[config.mk]
export PLATFORM = sky130hd
export DESIGN_NAME = corral_display_flat
export DESIGN_NICKNAME = d
export VERILOG_FILES = /design/src/rtl/corral_pkg.sv /design/src/rtl/corral_display_if.sv /design/src/rtl/corral_pattern.sv /design/src/rtl/corral_display.sv /design/src/flat_wrapper.sv
export SDC_FILE = /design/constraint.sdc
export NUM_CORES = 1
export LEC_CHECK = 0
export CAP_MARGIN = 20
export CORE_MARGIN = 10
export CORE_UTILIZATION = 53
export DETAILED_ROUTE_END_ITERATION = 6
export PLACE_DENSITY = 0.84
export SYNTH_ARGS = -nofsm -noshare
export SYNTH_HDL_FRONTEND = slang
export SYNTH_SLANG_ARGS = --single-unit
[constraint.sdc]
create_clock -name clock -period 2.5 [get_ports clock]
set_input_delay 0.5 -clock clock [delete_from_list [all_inputs] [get_ports clock]]
set_output_delay 0.5 -clock clock [all_outputs]
set_load 0.01 [all_outputs]
[src/rtl/corral_pkg.sv]
// Shared types and constants for the corral LED display.
package corral_pkg;

    localparam int ARENA_W = 16;
    localparam int IDX_W   = 4;

    typedef enum logic [2:0] {
        DS_IDLE,
        DS_LOAD,
        DS_SHIFT_LO,
        DS_SHIFT_HI,
        DS_LATCH
    } disp_state_t;

    localparam logic [ARENA_W-1:0] PAT_WON_ON = 16'hFFFF;
    localparam logic [ARENA_W-1:0] PAT_LOST_A = 16'hAAAA;
    localparam logic [ARENA_W-1:0] PAT_LOST_B = 16'h5555;

    // Single lit LED at an arena column.
    function automatic logic [ARENA_W-1:0] col_onehot(input logic [IDX_W-1:0] pos);
        return ARENA_W'(1) << pos;
    endfunction

endpackage

[src/rtl/corral_display_if.sv]
// Game-status inputs and LED shift-chain outputs of the corral display.
interface corral_display_if;

    logic [3:0] cowboy_pos;
    logic [3:0] horse_pos;
    logic       gameover;
    logic       lostwon;
    logic       ready;
    logic       sr_data;
    logic       sr_clk;
    logic       sr_latch;
    logic       frame_done;

    // Game core side: drives status, observes the LED chain.
    modport master (
        output cowboy_pos, horse_pos, gameover, lostwon, ready,
        input  sr_data, sr_clk, sr_latch, frame_done
    );

    // Display side: consumes status, drives the LED chain.
    modport slave (
        input  cowboy_pos, horse_pos, gameover, lostwon, ready,
        output sr_data, sr_clk, sr_latch, frame_done
    );

endinterface

[src/rtl/corral_pattern.sv]
// Combinational renderer: positions and game status to a 16-LED arena image.
module corral_pattern
    import corral_pkg::*;
(
    input  logic [3:0]         cowboy_pos_i,
    input  logic [3:0]         horse_pos_i,
    input  logic               gameover_i,
    input  logic               lostwon_i,
    input  logic               ready_i,
    input  logic               blink_i,
    output logic [ARENA_W-1:0] pattern_o
);

    logic cowboy_lit;

    // Cowboy blinks while the core waits for a move; end screens flash.
    always_comb begin
        pattern_o  = '0;
        cowboy_lit = ready_i ? blink_i : 1'b1;
        if (gameover_i) begin
            if (lostwon_i)
                pattern_o = blink_i ? PAT_WON_ON : '0;
            else
                pattern_o = blink_i ? PAT_LOST_A : PAT_LOST_B;
        end else begin
            // OR keeps a coinciding cowboy/horse column lit.
            pattern_o = col_onehot(horse_pos_i)
                      | (cowboy_lit ? col_onehot(cowboy_pos_i) : '0);
        end
    end

endmodule

[src/rtl/corral_display.sv]
// Corral display: snapshots game state each frame and shifts it MSB first
// into a 74HC595-style LED chain, then latches it.
module corral_display
    import corral_pkg::*;
#(
    parameter int CLK_DIV    = 4,
    parameter int BLINK_BITS = 20
) (
    input  logic             clock,
    input  logic             reset_n,
    corral_display_if.slave  disp_if
);

    localparam int              DW       = $clog2(CLK_DIV + 1);
    localparam logic [DW-1:0]   DIV_LAST = DW'(CLK_DIV - 1);

    disp_state_t               state_q, state_d;
    logic [DW-1:0]             div_q, div_d;
    logic [IDX_W-1:0]          idx_q, idx_d;
    logic [ARENA_W-1:0]        frame_q, frame_d;
    logic                      sr_data_q, sr_data_d;
    logic                      sr_clk_q, sr_clk_d;
    logic                      sr_latch_q, sr_latch_d;
    logic                      done_q, done_d;
    logic [BLINK_BITS-1:0]     blink_q;
    logic [ARENA_W-1:0]        pattern;
    logic                      div_last;
    logic [IDX_W-1:0]          idx_dec;

    corral_pattern u_pattern (
        .cowboy_pos_i (disp_if.cowboy_pos),
        .horse_pos_i  (disp_if.horse_pos),
        .gameover_i   (disp_if.gameover),
        .lostwon_i    (disp_if.lostwon),
        .ready_i      (disp_if.ready),
        .blink_i      (blink_q[BLINK_BITS-1]),
        .pattern_o    (pattern)
    );

    assign div_last = (div_q == DIV_LAST);
    assign idx_dec  = idx_q - IDX_W'(1);

    // Next state: one divider period per shift-clock half and for the latch.
    always_comb begin
        state_d   = state_q;
        div_d     = div_q;
        idx_d     = idx_q;
        frame_d   = frame_q;
        sr_data_d = sr_data_q;
        done_d    = 1'b0;
        case (state_q)
            DS_IDLE: state_d = DS_LOAD;
            DS_LOAD: begin
                frame_d   = pattern;
                idx_d     = IDX_W'(ARENA_W - 1);
                sr_data_d = pattern[ARENA_W-1];
                div_d     = '0;
                state_d   = DS_SHIFT_LO;
            end
            DS_SHIFT_LO: begin
                if (div_last) begin
                    div_d   = '0;
                    state_d = DS_SHIFT_HI;
                end else begin
                    div_d = div_q + DW'(1);
                end
            end
            DS_SHIFT_HI: begin
                if (div_last) begin
                    div_d = '0;
                    if (idx_q != '0) begin
                        // Data moves on the falling edge, a full half period ahead of the next rise.
                        idx_d     = idx_dec;
                        sr_data_d = frame_q[idx_dec];
                        state_d   = DS_SHIFT_LO;
                    end else begin
                        state_d = DS_LATCH;
                    end
                end else begin
                    div_d = div_q + DW'(1);
                end
            end
            DS_LATCH: begin
                if (div_last) begin
                    div_d   = '0;
                    done_d  = 1'b1;
                    state_d = DS_IDLE;
                end else begin
                    div_d = div_q + DW'(1);
                end
            end
            default: state_d = DS_IDLE;
        endcase
        sr_clk_d   = (state_d == DS_SHIFT_HI);
        sr_latch_d = (state_d == DS_LATCH);
    end

    // State and registered outputs; reset drops the chain lines without a latch.
    always_ff @(posedge clock or negedge reset_n) begin
        if (!reset_n) begin
            state_q    <= DS_IDLE;
            div_q      <= '0;
            idx_q      <= '0;
            frame_q    <= '0;
            sr_data_q  <= 1'b0;
            sr_clk_q   <= 1'b0;
            sr_latch_q <= 1'b0;
            done_q     <= 1'b0;
        end else begin
            state_q    <= state_d;
            div_q      <= div_d;
            idx_q      <= idx_d;
            frame_q    <= frame_d;
            sr_data_q  <= sr_data_d;
            sr_clk_q   <= sr_clk_d;
            sr_latch_q <= sr_latch_d;
            done_q     <= done_d;
        end
    end

    // Free-running blink timer; its MSB is the blink phase.
    always_ff @(posedge clock or negedge reset_n) begin
        if (!reset_n) blink_q <= '0;
        else          blink_q <= blink_q + BLINK_BITS'(1);
    end

    assign disp_if.sr_data    = sr_data_q;
    assign disp_if.sr_clk     = sr_clk_q;
    assign disp_if.sr_latch   = sr_latch_q;
    assign disp_if.frame_done = done_q;

endmodule

[src/flat_wrapper.sv]
// flat-port wrapper written by rule: the top's interface ports become plain ports
module corral_display_flat import corral_pkg::*;
#(
    parameter int CLK_DIV    = 4,
    parameter int BLINK_BITS = 20
)
  (clock, reset_n, disp_if_cowboy_pos, disp_if_horse_pos, disp_if_gameover, disp_if_lostwon, disp_if_ready, disp_if_sr_data, disp_if_sr_clk, disp_if_sr_latch, disp_if_frame_done);
  corral_display_if disp_if_i ();
  input  logic clock;
  input  logic reset_n;
  input wire logic [$bits(disp_if_i.cowboy_pos)-1:0] disp_if_cowboy_pos;
  input wire logic [$bits(disp_if_i.horse_pos)-1:0] disp_if_horse_pos;
  input wire logic [$bits(disp_if_i.gameover)-1:0] disp_if_gameover;
  input wire logic [$bits(disp_if_i.lostwon)-1:0] disp_if_lostwon;
  input wire logic [$bits(disp_if_i.ready)-1:0] disp_if_ready;
  output wire logic [$bits(disp_if_i.sr_data)-1:0] disp_if_sr_data;
  output wire logic [$bits(disp_if_i.sr_clk)-1:0] disp_if_sr_clk;
  output wire logic [$bits(disp_if_i.sr_latch)-1:0] disp_if_sr_latch;
  output wire logic [$bits(disp_if_i.frame_done)-1:0] disp_if_frame_done;
  assign disp_if_i.cowboy_pos = disp_if_cowboy_pos;
  assign disp_if_i.horse_pos = disp_if_horse_pos;
  assign disp_if_i.gameover = disp_if_gameover;
  assign disp_if_i.lostwon = disp_if_lostwon;
  assign disp_if_i.ready = disp_if_ready;
  assign disp_if_sr_data = disp_if_i.sr_data;
  assign disp_if_sr_clk = disp_if_i.sr_clk;
  assign disp_if_sr_latch = disp_if_i.sr_latch;
  assign disp_if_frame_done = disp_if_i.frame_done;
  corral_display #(.CLK_DIV(CLK_DIV), .BLINK_BITS(BLINK_BITS)) u_core (.clock(clock), .reset_n(reset_n), .disp_if(disp_if_i));
endmodule
==> qor.tcl, run 1 <==
set qor(run_status) {finished, final reports clean}
set qor(layout.cells.most_common) {sky130_fd_sc_hd__dfrtp_1}
set qor(route.detailed.vias_per_inst) 5.83
set qor(chain_of_cells_forming_the_critical_path) {clkinv_2 > ha_4 > mux2_1 > mux4_2 > o32ai_2 > nor3_1 > a221o_1}
set qor(cp_data_arrival_time_ps) 2550
set qor(placed_wire_length_estimate_microns) 3700
set qor(num_antenna_cells) 0
set qor(fp.dieArea_sq_um) 8130
set qor(max_cap_viol_count) 0
set qor(timing.critical_path.required_ps) 2690
set qor(hold_viol_final) 0
set qor(syn-instance-count) 245
set qor(clkTransAtPathRegs_ps) 100
set qor(ys_types) 46
set qor(postSynthNetCount) 261
set qor(fraction_of_final_layout_cells_sized_beyond_drive_strength_1_pct) 9.81
set qor(finalMaxSlewViolations) 0
set qor(holdCritPathClass) {in2async}
set qor(slowest_stage) {sky130_fd_sc_hd__mux4_2}
set qor(drt_pass1_iterations) 4
set qor(slowest_delay_ps) 480
set qor(post-route-util_pct) 62.2
set qor(ys_top_cells_by_area) {sky130_fd_sc_hd__dfrtp_1 48%, sky130_fd_sc_hd__xnor2_1 4.4%, sky130_fd_sc_hd__a221o_1 3.5%, sky130_fd_sc_hd__mux4_1 3.0%, sky130_fd_sc_hd__nand2_1 3.0%}
set qor(post-route-min-period_ps) 2360
set qor(powerDensity_nw_per_um2) 491
set qor(fp-row-count) 25
set qor(global_route.usage.total_pct) 13.1
set qor(leakage_nw) 1.29
set qor(crit_path_end_kind) {register}
set qor(tritoncts) {yes}
set qor(insertion_delay_ps) 300
set qor(clock-sinks) 50
set qor(vias) 1936
set qor(dr.first_iter.drc_count) 93
set qor(cp_max_fo) 5
set qor(post-route-drc-count) 0
set qor(start_util_pct) 54.9
set qor(place_inst) 323
set qor(max_slew_margin_pct) 58.5
set qor(final_min_period_over_clock_period_pct) 94.5
set qor(vias_in_the_first_global_route) 1937
set qor(detail_route.wl_per_cell_microns) 15.7
set qor(cts_hold_repair.buffers) 0
set qor(synth_area_sq_um) 2610
set qor(num_io_pins) 17
set qor(synth_top_cell_area_share_pct) 48.0
set qor(startpoint_type) {register}
set qor(number_of_buffers_created_by_cts) 5
set qor(sequential_share_of_the_synthesized_area_pct) 48.0
set qor(maximum_number_of_pins_on_one_net_before_global_route_repair) 51
set qor(final_nets) 280
set qor(dieWidth_microns) 90.2
set qor(grt_setup_unrepaired) {no}
set qor(postSynthAreaPerCell_sq_um) 10.6
set qor(synthToLayoutAreaGrowth_pct) 13.3
set qor(final_cell_mix) {50 x sky130_fd_sc_hd__dfrtp_1, 21 x sky130_fd_sc_hd__nand2_1, 15 x sky130_fd_sc_hd__clkdlybuf4s50_1}
set qor(gp_congestion) 0.902
set qor(clk_path_buf_depth) 2
set qor(finalWirelength_microns) 5220
set qor(core_sq_um) 4750
set qor(yosysWarnings) 0
set qor(timing_worst_slew_pin_value_ps) 623
set qor(cts.root.buffer_cell) {sky130_fd_sc_hd__clkbuf_8}
set qor(final.setup_skew_ps) 10.7
set qor(globalRoute.totalOverflow) 0
set qor(antenna_found_initial) 0
set qor(dp_worst_setup_slack_ps) 47.4
set qor(grt_pass1_wl_microns) 9130
set qor(vdd.ir_drop.worst_uv) 338
set qor(startpoint_to_endpoint_class_of_the_critical_path) {reg2reg}
set qor(finalNonFillerCells) 332
set qor(synthDominantAreaCellType) {sky130_fd_sc_hd__dfrtp_1}
set qor(setup_slack_ps) 137
set qor(ant_nets) 0
set qor(die_y_microns) 90.2
set qor(cts_htree_levels) 2
set qor(setup_total_negative_slack_ps) 0
set qor(achievable-frequency_mhz) 423
set qor(final-setup-viol-count) 0
set qor(place.port_buffers) 16
set qor(postSynthRegisterBits) 50
power by group:
group          leakage, nW  internal (W)  switching, W  total (W)
sequential           0.625      0.000827     0.0000105   0.000838
clock               0.0478      0.000228      0.000269   0.000497
combinational        0.615     0.0000570     0.0000583   0.000115
total                 1.29       0.00111      0.000338    0.00145
synth_stat cells, drive strengths merged:
cell and n:
a22o 8, ha 3, nor2 13, o211a 1, nor3b 2, a21oi 10, xor2 7, dfrtp 50
and4 3, mux4 4, a31oi 2, buf 5, o21ai 11, nand2 21, or3 1, nand3 9
nor3 6, clkinv 1, xnor2 13, a221oi 8, o221ai 1, and3 6, nand4b 1, or3b 2
o32ai 3, nand3b 1, a21o 3, a221o 9, or2 2, clkbuf 7, inv 5, nor2b 9
a41o 1, and2 5, nand2b 3, mux2 4, nand4 5
per-layer routing:
| layer | GRT usage [%] | wire (microns) | part of all wire, % | vias to the layer above |
|---|---|---|---|---|
| met1 | 16.8 | 2430 | 47 | 935 |
| li1 | - | - | - | 946 |
| met2 | 21.2 | 2490 | 48 | 46 |
| met4 | 5.70 | 114 | 2.2 | 0 |
| met5 | 0 | 0 | 0 | - |
| met3 | 2.24 | 184 | 3.5 | 9 |
critical path, delay by kind of cell (launching register included):
family,cells,cell delay [ps]
adders and majority gates,1,310
DFF,1,370
AOI/OAI and AO/OA,2,570
and+or+nand+nor,1,80
muxes,2,830
buffers and inverters,1,90
cell type report:
type | count | area, sq um
clock buffer | 6 | 82.6
clock inverter | 2 | 16.3
fill | 382 | 1800
inverter | 6 | 23.8
multi-input combinational | 177 | 1280
sequential | 50 | 1250
tap | 67 | 83.8
timing repair buffer | 24 | 215
kinds of logic (layout without fill, tap and decap cells):
group	count (synthesis)	in the layout	share of synthesized area, %
fa+ha+maj	3	3	1.44
buf+inv	18	38	3.36
flops	50	50	48.0
compound gates	57	57	16.6
mux	8	8	5.76
xor+xnor	20	20	6.71
simple gates	89	89	18.2
state kept, by name, indices dropped and copies added (netlist names):
signal and cells:
u_core.blink_q 20, u_core.disp_if.frame_done 1, u_core.disp_if.sr_clk 1, u_core.disp_if.sr_data 1, u_core.disp_if.sr_latch 1, u_core.div_q 3, u_core.frame_q 16, u_core.idx_q 4
u_core.state_q 3
worst paths after layout:
check / cells past startpoint / slack, ps / to / startpoint
setup / recovery: 7 / 140 / u_core.disp_if.sr_data / u_core.idx_q[0]
max in group asynchronous: 2 / 1790 / u_core.frame_q[11] / reset_n
min in group clock: 1 / 470 / u_core.blink_q[0] / u_core.blink_q[0]
hold / removal: 2 / 280 / u_core.disp_if.frame_done / reset_n
hold reg to reg: 1 / 470 / u_core.blink_q[0] / u_core.blink_q[0]
setup reg to reg: 7 / 140 / u_core.disp_if.sr_data / u_core.idx_q[0]
stage by stage:
| stage | cell area [sq um] | power [W] | hold WS [ps] |
|---|---|---|---|
| floorplan | 2610 | 0.000912 | 204 |
| global placement | 2840 | 0.000966 | 447 |
| detailed placement | 2840 | 0.000969 | 453 |
| CTS | 2940 | 0.00146 | 305 |
| global route | 2960 | 0.00151 | 346 |
| finish | 2960 | 0.00145 | 280 |
what timing repair did:
action,in CTS,in global routing
setup endpoints to repair,0,1
buffers inserted,0,1
gates resized for setup,0,2
(Power assumes the default switching activity.)
==> run 2, diff against run 1 <==
--- a/config.mk
+++ b/config.mk
@@ -10,6 +10,7 @@
 export CORE_UTILIZATION = 53
 export DETAILED_ROUTE_END_ITERATION = 6
 export PLACE_DENSITY = 0.84
+export SLEW_MARGIN = 20
 export SYNTH_ARGS = -nofsm -noshare
 export SYNTH_HDL_FRONTEND = slang
 export SYNTH_SLANG_ARGS = --single-unit
==> constraint.sdc (replaced) <==
create_clock -name clock -period 2.5 [get_ports clock]
set_input_delay 0.5 -clock clock [delete_from_list [all_inputs] [get_ports clock]]
set_output_delay 0.5 -clock clock [all_outputs]
set_load 0.005 [all_outputs]
==> results of run 2 <==
The final DEF is identical to that of run 1. Status: finished, final reports clean.
==> run 3, diff against run 2 <==
--- a/config.mk
+++ b/config.mk
@@ -5,11 +5,12 @@
 export SDC_FILE = /design/constraint.sdc
 export NUM_CORES = 1
 export LEC_CHECK = 0
+export ABC_AREA = 1
 export CAP_MARGIN = 20
 export CORE_MARGIN = 10
 export CORE_UTILIZATION = 53
 export DETAILED_ROUTE_END_ITERATION = 6
-export PLACE_DENSITY = 0.84
+export PLACE_DENSITY = 0.83
 export SLEW_MARGIN = 20
 export SYNTH_ARGS = -nofsm -noshare
 export SYNTH_HDL_FRONTEND = slang
==> run 3 against run 2 <==
  * Worst setup slack gained 580 ps
  * Clock skew grew 0.54 ps
  * Area after synthesis grew 2.3%
  * Core utilization grew 0.64 points
  * Fmax grew 33%
  * Die area grew 1.7%
  * Power grew 3.7%
  * Routed wire length grew 3.3%
  * Combinational power shrank 11%
  * Largest power group unchanged
==> qor.tcl, run 3 <==
set qor(vdd.ir_drop.worst_uv) 232
set qor(post-route-min-period_ps) 1780
set qor(cp_data_arrival_time_ps) 1980
set qor(achievable-frequency_mhz) 561
set qor(grt_setup_unrepaired) {no}
set qor(largest_registers) {u_core.blink_q x20, u_core.frame_q x16, u_core.idx_q x4}
set qor(setup_total_negative_slack_ps) 0
set qor(place_inst) 396
set qor(insertion_delay_ps) 310
set qor(global_route.usage.total_pct) 13.4
set qor(final_min_period_over_clock_period_pct) 71.3
set qor(multi_input_comb_area_sq_um) 1190
set qor(asyncSetResetFlopFracSynth_pct) 100
set qor(finalMaxSlewViolations) 0
set qor(startpoint_to_endpoint_class_of_the_critical_path) {reg2reg}
set qor(post-route-util_pct) 62.8
set qor(fraction_of_final_layout_cells_sized_beyond_drive_strength_1_pct) 10.7
set qor(timing_worst_slew_pin_value_ps) 611
set qor(place.port_buffers) 16
set qor(cts_hold_repair.buffers) 0
set qor(largest_register_ff_count) 20
set qor(powerDensity_nw_per_um2) 500
set qor(placement.cell_area_sq_um) 2890
set qor(detail_route.wl_per_cell_microns) 13.4
set qor(synth_area_sq_um) 2670
set qor(timing.critical_path.required_ps) 2700
set qor(synthDominantAreaCellType) {sky130_fd_sc_hd__dfrtp_1}
set qor(final-setup-viol-count) 0
set qor(synth-edff-count) 0
set qor(yosysWarnings) 0
set qor(final_nets) 352
set qor(layout.cells.most_common) {sky130_fd_sc_hd__nand2_1}
set qor(cts_post_setup_buffers_inserted) 0
set qor(core_sq_um) 4790
set qor(max_slew_margin_pct) 59.3
set qor(clkTransAtPathRegs_ps) 90
set qor(run_status) {finished, final reports clean}
set qor(start_util_pct) 55.7
set qor(antenna_found_initial) 0
set qor(leakage_nw) 1.48
set qor(gp_congestion) 0.882
set qor(clock-sinks) 50
set qor(tritoncts) {yes}
set qor(drt_pass1_iterations) 4
set qor(chain_of_cells_forming_the_critical_path) {inv_2 > ha_1 > inv_1 > nand3_1 > nand3_1 > nand3b_1 > nand3_1 > nand2_1 > nand2_1}
set qor(fp-row-count) 25
set qor(cp_common_cell) {sky130_fd_sc_hd__nand3_1}
set qor(vias) 2185
set qor(grt_pass1_wl_microns) 9450
set qor(ys_types) 29
set qor(slowest_delay_ps) 520
set qor(syn-instance-count) 317
set qor(finalNonFillerCells) 403
set qor(num_io_pins) 17
set qor(yosys_most_used_dff) {sky130_fd_sc_hd__dfrtp_1}
set qor(startpoint_type) {register}
set qor(dieWidth_microns) 90.9
set qor(top_register) {u_core.blink_q}
set qor(post-route-drc-count) 0
set qor(crit_path_end_kind) {register}
set qor(placed_wire_length_estimate_microns) 4010
set qor(num_antenna_cells) 0
set qor(synth_top_cell_area_share_pct) 46.9
set qor(dr.first_iter.drc_count) 146
set qor(cts.root.buffer_cell) {sky130_fd_sc_hd__clkbuf_8}
set qor(postSynthNetCount) 333
set qor(globalRoute.totalOverflow) 0
set qor(number_of_buffers_created_by_cts) 5
set qor(hold_viol_final) 0
set qor(cts_repair_resize_count) 0
set qor(ant_nets) 0
set qor(postSynthRegisterBits) 50
set qor(cts_htree_levels) 2
set qor(synthTopCellsByCount) {51 x sky130_fd_sc_hd__nand2_1, 50 x sky130_fd_sc_hd__dfrtp_1, 44 x sky130_fd_sc_hd__inv_1, 38 x sky130_fd_sc_hd__nand3_1, 24 x sky130_fd_sc_hd__a21oi_1}
set qor(final_cell_mix) {51 x sky130_fd_sc_hd__nand2_1, 50 x sky130_fd_sc_hd__dfrtp_1, 44 x sky130_fd_sc_hd__inv_1}
set qor(holdCritPathClass) {in2async}
set qor(finalWirelength_microns) 5400
set qor(synthToLayoutAreaGrowth_pct) 12.7
set qor(maximum_number_of_pins_on_one_net_before_global_route_repair) 51
set qor(cp_max_fo) 13
set qor(seq_area_sq_um) 1250
set qor(final_cell_area_sq_um) 3010
set qor(yosysMostFrequentCell) {sky130_fd_sc_hd__nand2_1}
set qor(max_cap_viol_count) 0
set qor(fp.dieArea_sq_um) 8270
set qor(clk_path_buf_depth) 2
set qor(slowest_stage) {sky130_fd_sc_hd__dfrtp_1}
set qor(postSynthAreaPerCell_sq_um) 8.42
set qor(die_y_microns) 90.9
set qor(vias_in_the_first_global_route) 2144
set qor(sequential_share_of_the_synthesized_area_pct) 46.9
set qor(ys_top_cells_by_area) {sky130_fd_sc_hd__dfrtp_1 47%, sky130_fd_sc_hd__nand2_1 7.2%, sky130_fd_sc_hd__nand3_1 7.1%, sky130_fd_sc_hd__inv_1 6.2%, sky130_fd_sc_hd__xor2_1 5.6%}
set qor(final.setup_skew_ps) 11.2
set qor(route.detailed.vias_per_inst) 5.42
set qor(fillCellCount) 398
run 3: cell count changes after synthesis, sizes merged, moves of 10 or more:
cell and delta:
nand2 +34, nand3 +32, inv +46, o22ai +18, xnor2 -10, a21oi +14
xor2 +10
run 3: final timing paths:
kind / slack (ps) / cells past startpoint / endpoint / from
hold reg to reg: 450 / 1 / u_core.blink_q[0] / u_core.blink_q[0]
setup / recovery: 720 / 9 / u_core.disp_if.sr_data / u_core.idx_q[0]
max in group asynchronous: 1800 / 2 / u_core.disp_if.sr_clk / reset_n
min in group clock: 450 / 1 / u_core.blink_q[0] / u_core.blink_q[0]
hold / removal: 270 / 2 / u_core.frame_q[2] / reset_n
setup reg to reg: 720 / 9 / u_core.disp_if.sr_data / u_core.idx_q[0]
run 3: per-layer routing:
layer	track usage, %	share of wire [%]
met5	0	0
met4	5.48	1.6
met3	2.63	3.2
met2	22.7	49
met1	16.4	46
run 3: critical path: cells and delay by family (launching register included):
kind                     cells  cell delay, ps
adder cells (fa/ha/maj)      1             390
AND/OR/NAND/NOR              6             470
buffers and inverters        2             300
flip-flops                   1             520
run 3: per-stage QoR:
step | hold WS (ps) | setup slack [ps] | total power (W)
after detailed placement | 443 | 583 | 0.000943
after global placement | 435 | 624 | 0.000940
final | 273 | 717 | 0.00150
after floorplan | 204 | 890 | 0.000887
after global routing | 324 | 592 | 0.00156
after CTS | 305 | 735 | 0.00151
run 3: power breakdown:
part	switching, W	internal (W)	total (W)
clock network	0.000257	0.000320	0.000577
registers	0.00000392	0.000820	0.000824
logic	0.0000637	0.0000386	0.000102
total	0.000324	0.00118	0.00150
run 3: layout make-up:
class                           instances  share of cell area, %
Sequential cell                        50                   41.6
Tap cell                               67                   2.79
Multi-Input combinational cell        209                   39.7
Clock buffer                            6                   2.75
Inverter                               52                   6.49
Timing Repair Buffer                   18                   5.66
Clock inverter                          1                  0.999
run 3: kinds of logic after synthesis:
logic type / count (synthesis) / share of synthesized area [%]
XOR/XNOR: 20 / 6.57
buffers and inverters: 58 / 8.40
AO/OA/AOI/OAI: 54 / 12.1
AND/OR/NAND/NOR: 132 / 24.6
adder cells (fa/ha/maj): 3 / 1.41
flip-flops: 50 / 46.9
